**src/rtl/wb_font_fetch_pkg.sv**
```systemverilog
// rtl/wb_font_fetch_pkg.sv - shared types and constants for the font-ROM glyph fetcher
package wb_font_pkg;

  typedef enum logic [2:0] {
    ST_IDLE,
    ST_EN_WR,
    ST_ADR_WR,
    ST_WAIT,
    ST_DAT_RD,
    ST_PUSH,
    ST_DIS_WR
  } state_e;

  localparam logic [31:0] REG_RD   = 32'h0000_0000;
  localparam logic [31:0] REG_ADDR = 32'h0000_0004;
  localparam logic [31:0] REG_DOUT = 32'h0000_0008;

  localparam int GLYPH_ROWS = 8;
  localparam int ADDR_RD_W  = 10;

  // Font ROM holds 8 consecutive bytes per character
  function automatic logic [ADDR_RD_W-1:0] rom_addr(input logic [6:0] code, input logic [2:0] row);
    return {code, row};
  endfunction

endpackage

```
**src/rtl/wb_font_fetch_if.sv**
```systemverilog
// rtl/wb_font_fetch_if.sv - Wishbone bus bundle between the glyph fetcher and the font slave
interface wb_font_fetch_if;
  logic        wb_cyc_o;
  logic        wb_stb_o;
  logic        wb_we_o;
  logic [31:0] wb_adr_o;
  logic [3:0]  wb_sel_o;
  logic [31:0] wb_dat_o;
  logic [31:0] wb_dat_i;
  logic        wb_ack_i;

  modport master (
    output wb_cyc_o, wb_stb_o, wb_we_o, wb_adr_o, wb_sel_o, wb_dat_o,
    input  wb_dat_i, wb_ack_i
  );

  modport slave (
    input  wb_cyc_o, wb_stb_o, wb_we_o, wb_adr_o, wb_sel_o, wb_dat_o,
    output wb_dat_i, wb_ack_i
  );
endinterface

```
**src/rtl/wb_master_port.sv**
```systemverilog
// rtl/wb_master_port.sv - single-access Wishbone master with registered outputs and ack timeout
module wb_master_port #(
  parameter int ACK_TIMEOUT = 16
) (
  input  logic         clk,
  input  logic         reset,
  input  logic         req_i,
  input  logic         req_we_i,
  input  logic [31:0]  req_adr_i,
  input  logic [31:0]  req_dat_i,
  output logic         done_o,
  output logic         timeout_o,
  output logic [7:0]   rdata_o,
  wb_font_fetch_if.master wb
);

  localparam logic [7:0] TO_LAST = 8'(ACK_TIMEOUT - 1);

  logic        cyc_q, cyc_d;
  logic        we_q, we_d;
  logic [31:0] adr_q, adr_d;
  logic [31:0] dat_q, dat_d;
  logic [3:0]  sel_q, sel_d;
  logic [7:0]  cnt_q, cnt_d;
  logic        unused_dat;

  assign done_o     = cyc_q & wb.wb_ack_i;
  assign timeout_o  = cyc_q & ~wb.wb_ack_i & (cnt_q == TO_LAST);
  assign rdata_o    = wb.wb_dat_i[7:0];
  assign unused_dat = ^wb.wb_dat_i[31:8];

  always_comb begin
    cyc_d = cyc_q;
    we_d  = we_q;
    adr_d = adr_q;
    dat_d = dat_q;
    sel_d = sel_q;
    cnt_d = cnt_q;
    if (!cyc_q) begin
      if (req_i) begin
        cyc_d = 1'b1;
        we_d  = req_we_i;
        adr_d = req_adr_i;
        dat_d = req_dat_i;
        sel_d = 4'hF;
        cnt_d = 8'd0;
      end
    end else if (wb.wb_ack_i || cnt_q == TO_LAST) begin
      // Dropping on the ack edge guarantees an idle cycle before the next access
      cyc_d = 1'b0;
      we_d  = 1'b0;
      adr_d = 32'd0;
      dat_d = 32'd0;
      sel_d = 4'h0;
    end else begin
      cnt_d = cnt_q + 8'd1;
    end
  end

  always_ff @(posedge clk or negedge reset) begin
    if (!reset) begin
      cyc_q <= 1'b0;
      we_q  <= 1'b0;
      adr_q <= 32'd0;
      dat_q <= 32'd0;
      sel_q <= 4'h0;
      cnt_q <= 8'd0;
    end else begin
      cyc_q <= cyc_d;
      we_q  <= we_d;
      adr_q <= adr_d;
      dat_q <= dat_d;
      sel_q <= sel_d;
      cnt_q <= cnt_d;
    end
  end

  assign wb.wb_cyc_o = cyc_q;
  assign wb.wb_stb_o = cyc_q;
  assign wb.wb_we_o  = we_q;
  assign wb.wb_adr_o = adr_q;
  assign wb.wb_dat_o = dat_q;
  assign wb.wb_sel_o = sel_q;

endmodule

```
**src/rtl/wb_font_fetch.sv**
```systemverilog
// rtl/wb_font_fetch.sv - fetches the 8 rows of one glyph from the font-ROM slave and streams them out
module wb_font_fetch
  import wb_font_pkg::*;
#(
  parameter logic [31:0] BASE_ADR    = 32'h0000_0000,
  parameter int          ROM_WAIT    = 2,
  parameter int          ACK_TIMEOUT = 16
) (
  input  logic       clk,
  input  logic       reset,
  input  logic       char_valid,
  input  logic [6:0] char_code,
  output logic       char_ready,
  output logic       row_valid,
  input  logic       row_ready,
  output logic [7:0] row_data,
  output logic [2:0] row_idx,
  output logic       row_last,
  output logic       busy,
  output logic       err,
  wb_font_fetch_if.master wb
);

  localparam logic [3:0] WAIT_LAST = 4'((ROM_WAIT == 0) ? 0 : ROM_WAIT - 1);
  localparam logic [2:0] LAST_ROW  = 3'(GLYPH_ROWS - 1);

  state_e      state_q, state_d;
  logic [6:0]  code_q, code_d;
  logic [2:0]  row_q, row_d;
  logic [7:0]  data_q, data_d;
  logic [3:0]  wait_q, wait_d;
  logic        err_q, err_d;
  logic        run_q;

  logic        req, req_we, done, timeout;
  logic [31:0] req_adr, req_dat;
  logic [7:0]  rdata;

  wb_master_port #(.ACK_TIMEOUT(ACK_TIMEOUT)) u_port (
    .clk       (clk),
    .reset     (reset),
    .req_i     (req),
    .req_we_i  (req_we),
    .req_adr_i (req_adr),
    .req_dat_i (req_dat),
    .done_o    (done),
    .timeout_o (timeout),
    .rdata_o   (rdata),
    .wb        (wb)
  );

  // The port ignores req while an access is open, so holding req for a whole state is safe
  always_comb begin
    state_d = state_q;
    code_d  = code_q;
    row_d   = row_q;
    data_d  = data_q;
    wait_d  = wait_q;
    err_d   = err_q;
    req     = 1'b0;
    req_we  = 1'b0;
    req_adr = 32'd0;
    req_dat = 32'd0;
    case (state_q)
      ST_IDLE: begin
        if (run_q && char_valid) begin
          code_d  = char_code;
          row_d   = 3'd0;
          err_d   = 1'b0;
          state_d = ST_EN_WR;
        end
      end
      ST_EN_WR: begin
        req     = 1'b1;
        req_we  = 1'b1;
        req_adr = BASE_ADR + REG_RD;
        req_dat = 32'd1;
        if (done) state_d = ST_ADR_WR;
      end
      ST_ADR_WR: begin
        req     = 1'b1;
        req_we  = 1'b1;
        req_adr = BASE_ADR + REG_ADDR;
        req_dat = {22'd0, rom_addr(code_q, row_q)};
        if (done) begin
          wait_d  = 4'd0;
          state_d = (ROM_WAIT == 0) ? ST_DAT_RD : ST_WAIT;
        end
      end
      ST_WAIT: begin
        if (wait_q == WAIT_LAST) state_d = ST_DAT_RD;
        else wait_d = wait_q + 4'd1;
      end
      ST_DAT_RD: begin
        req     = 1'b1;
        req_adr = BASE_ADR + REG_DOUT;
        if (done) begin
          data_d  = rdata;
          state_d = ST_PUSH;
        end
      end
      ST_PUSH: begin
        if (row_ready) begin
          if (row_q == LAST_ROW) begin
            state_d = ST_DIS_WR;
          end else begin
            row_d   = row_q + 3'd1;
            state_d = ST_ADR_WR;
          end
        end
      end
      ST_DIS_WR: begin
        req     = 1'b1;
        req_we  = 1'b1;
        req_adr = BASE_ADR + REG_RD;
        if (done) state_d = ST_IDLE;
      end
      default: state_d = ST_IDLE;
    endcase
    // A stuck slave abandons the glyph without trying to disable the ROM
    if (timeout) begin
      err_d   = 1'b1;
      state_d = ST_IDLE;
    end
  end

  always_ff @(posedge clk or negedge reset) begin
    if (!reset) begin
      state_q <= ST_IDLE;
      code_q  <= 7'd0;
      row_q   <= 3'd0;
      data_q  <= 8'd0;
      wait_q  <= 4'd0;
      err_q   <= 1'b0;
      run_q   <= 1'b0;
    end else begin
      state_q <= state_d;
      code_q  <= code_d;
      row_q   <= row_d;
      data_q  <= data_d;
      wait_q  <= wait_d;
      err_q   <= err_d;
      run_q   <= 1'b1;
    end
  end

  assign char_ready = run_q && (state_q == ST_IDLE);
  assign busy       = (state_q != ST_IDLE);
  assign row_valid  = (state_q == ST_PUSH);
  assign row_data   = data_q;
  assign row_idx    = row_q;
  assign row_last   = (state_q == ST_PUSH) && (row_q == LAST_ROW);
  assign err        = err_q;

endmodule

```
**src/flat_wrapper.sv**
```systemverilog
// flat-port wrapper written by rule: the top's interface ports become plain ports
module wb_font_fetch_flat import wb_font_pkg::*;
#(
  parameter logic [31:0] BASE_ADR    = 32'h0000_0000,
  parameter int          ROM_WAIT    = 2,
  parameter int          ACK_TIMEOUT = 16
)
  (clk, reset, char_valid, char_code, char_ready, row_valid, row_ready, row_data, row_idx, row_last, busy, err, wb_wb_cyc_o, wb_wb_stb_o, wb_wb_we_o, wb_wb_adr_o, wb_wb_sel_o, wb_wb_dat_o, wb_wb_dat_i, wb_wb_ack_i);
  wb_font_fetch_if wb_i ();
  input  logic clk;
  input  logic reset;
  input  logic char_valid;
  input  logic [6:0] char_code;
  output logic char_ready;
  output logic row_valid;
  input  logic row_ready;
  output logic [7:0] row_data;
  output logic [2:0] row_idx;
  output logic row_last;
  output logic busy;
  output logic err;
  output wire logic [$bits(wb_i.wb_cyc_o)-1:0] wb_wb_cyc_o;
  output wire logic [$bits(wb_i.wb_stb_o)-1:0] wb_wb_stb_o;
  output wire logic [$bits(wb_i.wb_we_o)-1:0] wb_wb_we_o;
  output wire logic [$bits(wb_i.wb_adr_o)-1:0] wb_wb_adr_o;
  output wire logic [$bits(wb_i.wb_sel_o)-1:0] wb_wb_sel_o;
  output wire logic [$bits(wb_i.wb_dat_o)-1:0] wb_wb_dat_o;
  input wire logic [$bits(wb_i.wb_dat_i)-1:0] wb_wb_dat_i;
  input wire logic [$bits(wb_i.wb_ack_i)-1:0] wb_wb_ack_i;
  assign wb_wb_cyc_o = wb_i.wb_cyc_o;
  assign wb_wb_stb_o = wb_i.wb_stb_o;
  assign wb_wb_we_o = wb_i.wb_we_o;
  assign wb_wb_adr_o = wb_i.wb_adr_o;
  assign wb_wb_sel_o = wb_i.wb_sel_o;
  assign wb_wb_dat_o = wb_i.wb_dat_o;
  assign wb_i.wb_dat_i = wb_wb_dat_i;
  assign wb_i.wb_ack_i = wb_wb_ack_i;
  wb_font_fetch #(.BASE_ADR(BASE_ADR), .ROM_WAIT(ROM_WAIT), .ACK_TIMEOUT(ACK_TIMEOUT)) u_core (.clk(clk), .reset(reset), .char_valid(char_valid), .char_code(char_code), .char_ready(char_ready), .row_valid(row_valid), .row_ready(row_ready), .row_data(row_data), .row_idx(row_idx), .row_last(row_last), .busy(busy), .err(err), .wb(wb_i));
endmodule
```
**config.mk**
```make
export PLATFORM = sky130hd
export DESIGN_NAME = wb_font_fetch_flat
export DESIGN_NICKNAME = d
export VERILOG_FILES = /design/src/rtl/wb_font_fetch_pkg.sv /design/src/rtl/wb_font_fetch_if.sv /design/src/rtl/wb_master_port.sv /design/src/rtl/wb_font_fetch.sv /design/src/flat_wrapper.sv
export SDC_FILE = /design/constraint.sdc
export NUM_CORES = 1
export LEC_CHECK = 0
export CORE_MARGIN = 2
export CORE_UTILIZATION = 45
export DETAILED_ROUTE_END_ITERATION = 12
export GPL_TIMING_DRIVEN = 0
export PLACE_DENSITY = 0.94
export SYNTH_ARGS = -nofsm -noshare
export SYNTH_HDL_FRONTEND = slang
export SYNTH_SLANG_ARGS = --single-unit
```
**constraint.sdc**
```tcl
create_clock -name clk -period 4.8 [get_ports clk]
set_clock_uncertainty 0.05 [all_clocks]
set_input_delay 0.96 -clock clk [delete_from_list [all_inputs] [get_ports clk]]
set_output_delay 0.96 -clock clk [all_outputs]
set_load 0.02 [all_outputs]
```
==> impl_metrics.env <==
export IMPL_cts_sinks=50
export IMPL_numCtsBuffers=5
export IMPL_layout_drive_gt1_share_pct=29.4
export IMPL_leakagePower_uw=0.00190
export IMPL_r2r_end="u_core.state_q[2]$_DFFE_PN0P_"
export IMPL_synth_async_reset_ratio_pct=100
export IMPL_die_y_um=84.3
export IMPL_final_min_clock_period_ns=3.07
export IMPL_worstPathMaxFanout=10
export IMPL_synth_top_cell_by_area="dfrtp_1"
export IMPL_fp_dieW_um=84.3
export IMPL_synth_common_cells="buf_4, dfrtp_1, mux2_2, nor2_1, nand3_1"
export IMPL_synth_seq_cells=50
export IMPL_core_area_um2=6280
export IMPL_ant_nets=0
export IMPL_io_pins=131
export IMPL_htree_num_levels=2
export IMPL_drtIter0Drc=147
export IMPL_num_nets_final=432
export IMPL_whs_path_depth=1
export IMPL_ys_flop_type="dfrtp_1"
export IMPL_n_fill_cell=520
export IMPL_required_ns=3.79
export IMPL_yosysTopAreaCellShare_pct=43.1
export IMPL_antenna_cells=0
export IMPL_critPathLaunch="u_core.state_q[1]$_DFFE_PN0P_"
export IMPL_synth_seq_area_share_pct=43.1
export IMPL_yosysMostFrequentCell="buf_4"
export IMPL_post_cts_buffers=0
export IMPL_max_freq_mhz=326
export IMPL_reg2reg_depth=6
export IMPL_cts_tree="done"
export IMPL_wl_per_cell_um=12.9
export IMPL_ctsHoldBuffers=0
export IMPL_first_pass_iters=4
export IMPL_worstReg2RegStart="u_core.wait_q[1]$_DFFE_PN0P_"
export IMPL_grt_usage_pct=17.2
export IMPL_portBuffers=54
export IMPL_grt_pass1_wl_um=10000
export IMPL_antenna_found_initial=0
export IMPL_hold_path_class="register to register"
export IMPL_fin_crit_sh_pct=63.9
export IMPL_hold_viol_final=0
export IMPL_ctsResizeCount=0
export IMPL_r2r_slack_ns=2.81
export IMPL_cap_violations=0
export IMPL_register_area_um2=1250
export IMPL_cts_buffer_depth=2
export IMPL_rows=29
export IMPL_status="completed"
export IMPL_p_per_area_nw_per_um2=526
export IMPL_final_max_slew_viol_count=0
export IMPL_setup_viol=0
export IMPL_min_from="u_core.u_port.wb.wb_adr_o[2]$_DFFE_PN0P_"
export IMPL_grt_pass1_vias=2109
export IMPL_yosys_warnings=0
export IMPL_start_kind="register"
export IMPL_synth_cells=270
export IMPL_dp_hpwl_um=4650
export IMPL_area_growth_pct=32.3
export IMPL_gr_total_overflow=0
export IMPL_cts_clk_slew_worst_paths_ns=0.09
export IMPL_min_to="u_core.u_port.wb.wb_adr_o[2]$_DFFE_PN0P_"
export IMPL_num_vias=2223
export IMPL_vias_per_cell=4.82
export IMPL_cts_root_buf="clkbuf_8"
export IMPL_clk_latency_ns=0.30
export IMPL_avgSynthCellArea_um2=10.7
export IMPL_synthDistinctLibCells=58
export IMPL_dieArea_um2=7110
export IMPL_vdd_drop_max_v=0.000353
export IMPL_drc=0
export IMPL_multi_input_area_um2=1310
export IMPL_wirelength_um=5950
export IMPL_synth_edf_count=0
export IMPL_critPathCaptureType="output port"
export IMPL_path_class="register to output port"
export IMPL_start_util_pct=46.2
export IMPL_rsz0062_at_grt="false"
export IMPL_relSlewSlack_pct=54.5
export IMPL_synth_area_leaders="dfrtp_1, buf_4, mux2_2, ha_1, a22o_2"
export IMPL_gp_congestion=0.926
export IMPL_setup_tns_final_ns=0
export IMPL_grt_start_max_net_pins=28
export IMPL_cp_arrival_ns=2.06
export IMPL_total_power_uw=2020
export IMPL_syn_area_um2=2900
export IMPL_tightest_slew_ns=0.678
report_power, final:
group	switching (uW)	leakage, uW	internal (uW)	total, uW
Sequential	119	0.000655	571	690
Combinational	555	0.00119	520	1080
Clock	138	0.0000472	116	254
layer usage:
| layer | GRT usage, % | vias up | routed length [um] |
|---|---|---|---|
| met3 | 5.11 | 6 | 479 |
| met1 | 22.5 | 1051 | 2380 |
| met4 | 4.11 | 0 | 39 |
| met5 | 0 | - | 0 |
| li1 | - | 1068 | - |
| met2 | 28.1 | 98 | 3050 |
per-stage QoR:
stage	hold WS (ns)	area [um^2]	std cells	setup slack, ns	utilization, %
after detailed placement	0.420	3740	453	1.99	59.7
after CTS	0.440	3840	461	1.72	61.2
final	0.439	3840	461	1.73	61.2
after global routing	0.469	3840	461	1.63	61.2
after global placement	0.414	3730	452	1.34	59.4
after floorplan	0.419	3090	321	2.58	-
registers in the layout, indices dropped and copies added, names as in the netlist:
| name | flops |
|---|---|
| u_core.code_q | 7 |
| u_core.err | 1 |
| u_core.row_data | 8 |
| u_core.row_idx | 3 |
| u_core.run_q | 1 |
| u_core.state_q | 3 |
| u_core.u_port.cnt_q | 8 |
| u_core.u_port.wb.wb_adr_o | 2 |
| u_core.u_port.wb.wb_cyc_o | 1 |
| u_core.u_port.wb.wb_dat_o | 10 |
| u_core.u_port.wb.wb_sel_o | 1 |
| u_core.u_port.wb.wb_we_o | 1 |
| u_core.wait_q | 4 |
final cells by class:
cell class	instances	area share, %
plain buffers	65	13.0
clock buffers	6	2.15
clock inverters	2	0.326
inverters	8	0.782
multi-input cells	198	34.2
flip-flops and latches	50	32.6
well taps	77	2.51
repair buffers	55	14.5
worst max-delay path: stages (launching register included):
cell             delay (ns)
dfrtp_1                0.40
buf_6                  0.15
nor3_2                 0.38
and2_2                 0.22
clkdlybuf4s50_1        0.61
worst max-delay path by stage:
stage / to / slack, ns / cells past startpoint
5_1_grt: char_ready / 1.63 / 4
4_1_cts: char_ready / 1.72 / 4
3_3_place_gp: u_core.u_port.wb.wb_dat_o[6]$_DFFE_PN0P_ / 1.34 / 1
6_report: char_ready / 1.73 / 4
3_5_place_dp: u_core.row_data[4]$_DFFE_PN0P_ / 1.99 / 4
2_1_floorplan: row_last / 2.58 / 4
placed cells by master, fill, tap and decap left out, types with 6 or more instances in the layout:
cell,synthesis,routed
inv_1,6,6
conb_1,2,53
a22o_2,6,6
clkdlybuf4s50_1,0,53
nand3_1,10,10
o21ai_0,6,6
nor2_1,14,14
dfrtp_1,50,50
clkbuf_8,0,6
nand2_1,9,9
a21oi_1,7,7
buf_4,59,59
mux2_2,16,16
cells by family after synthesis:
family,synth area share [%]
buffers and inverters,18.2
AND/OR/NAND/NOR,13.0
adder cells (fa/ha/maj),2.16
multiplexers,6.21
flip-flops,43.1
AO/OA/AOI/OAI,15.0
other,0.259
XOR/XNOR,2.11
No activity file was read; power rests on OpenSTA's default activity.
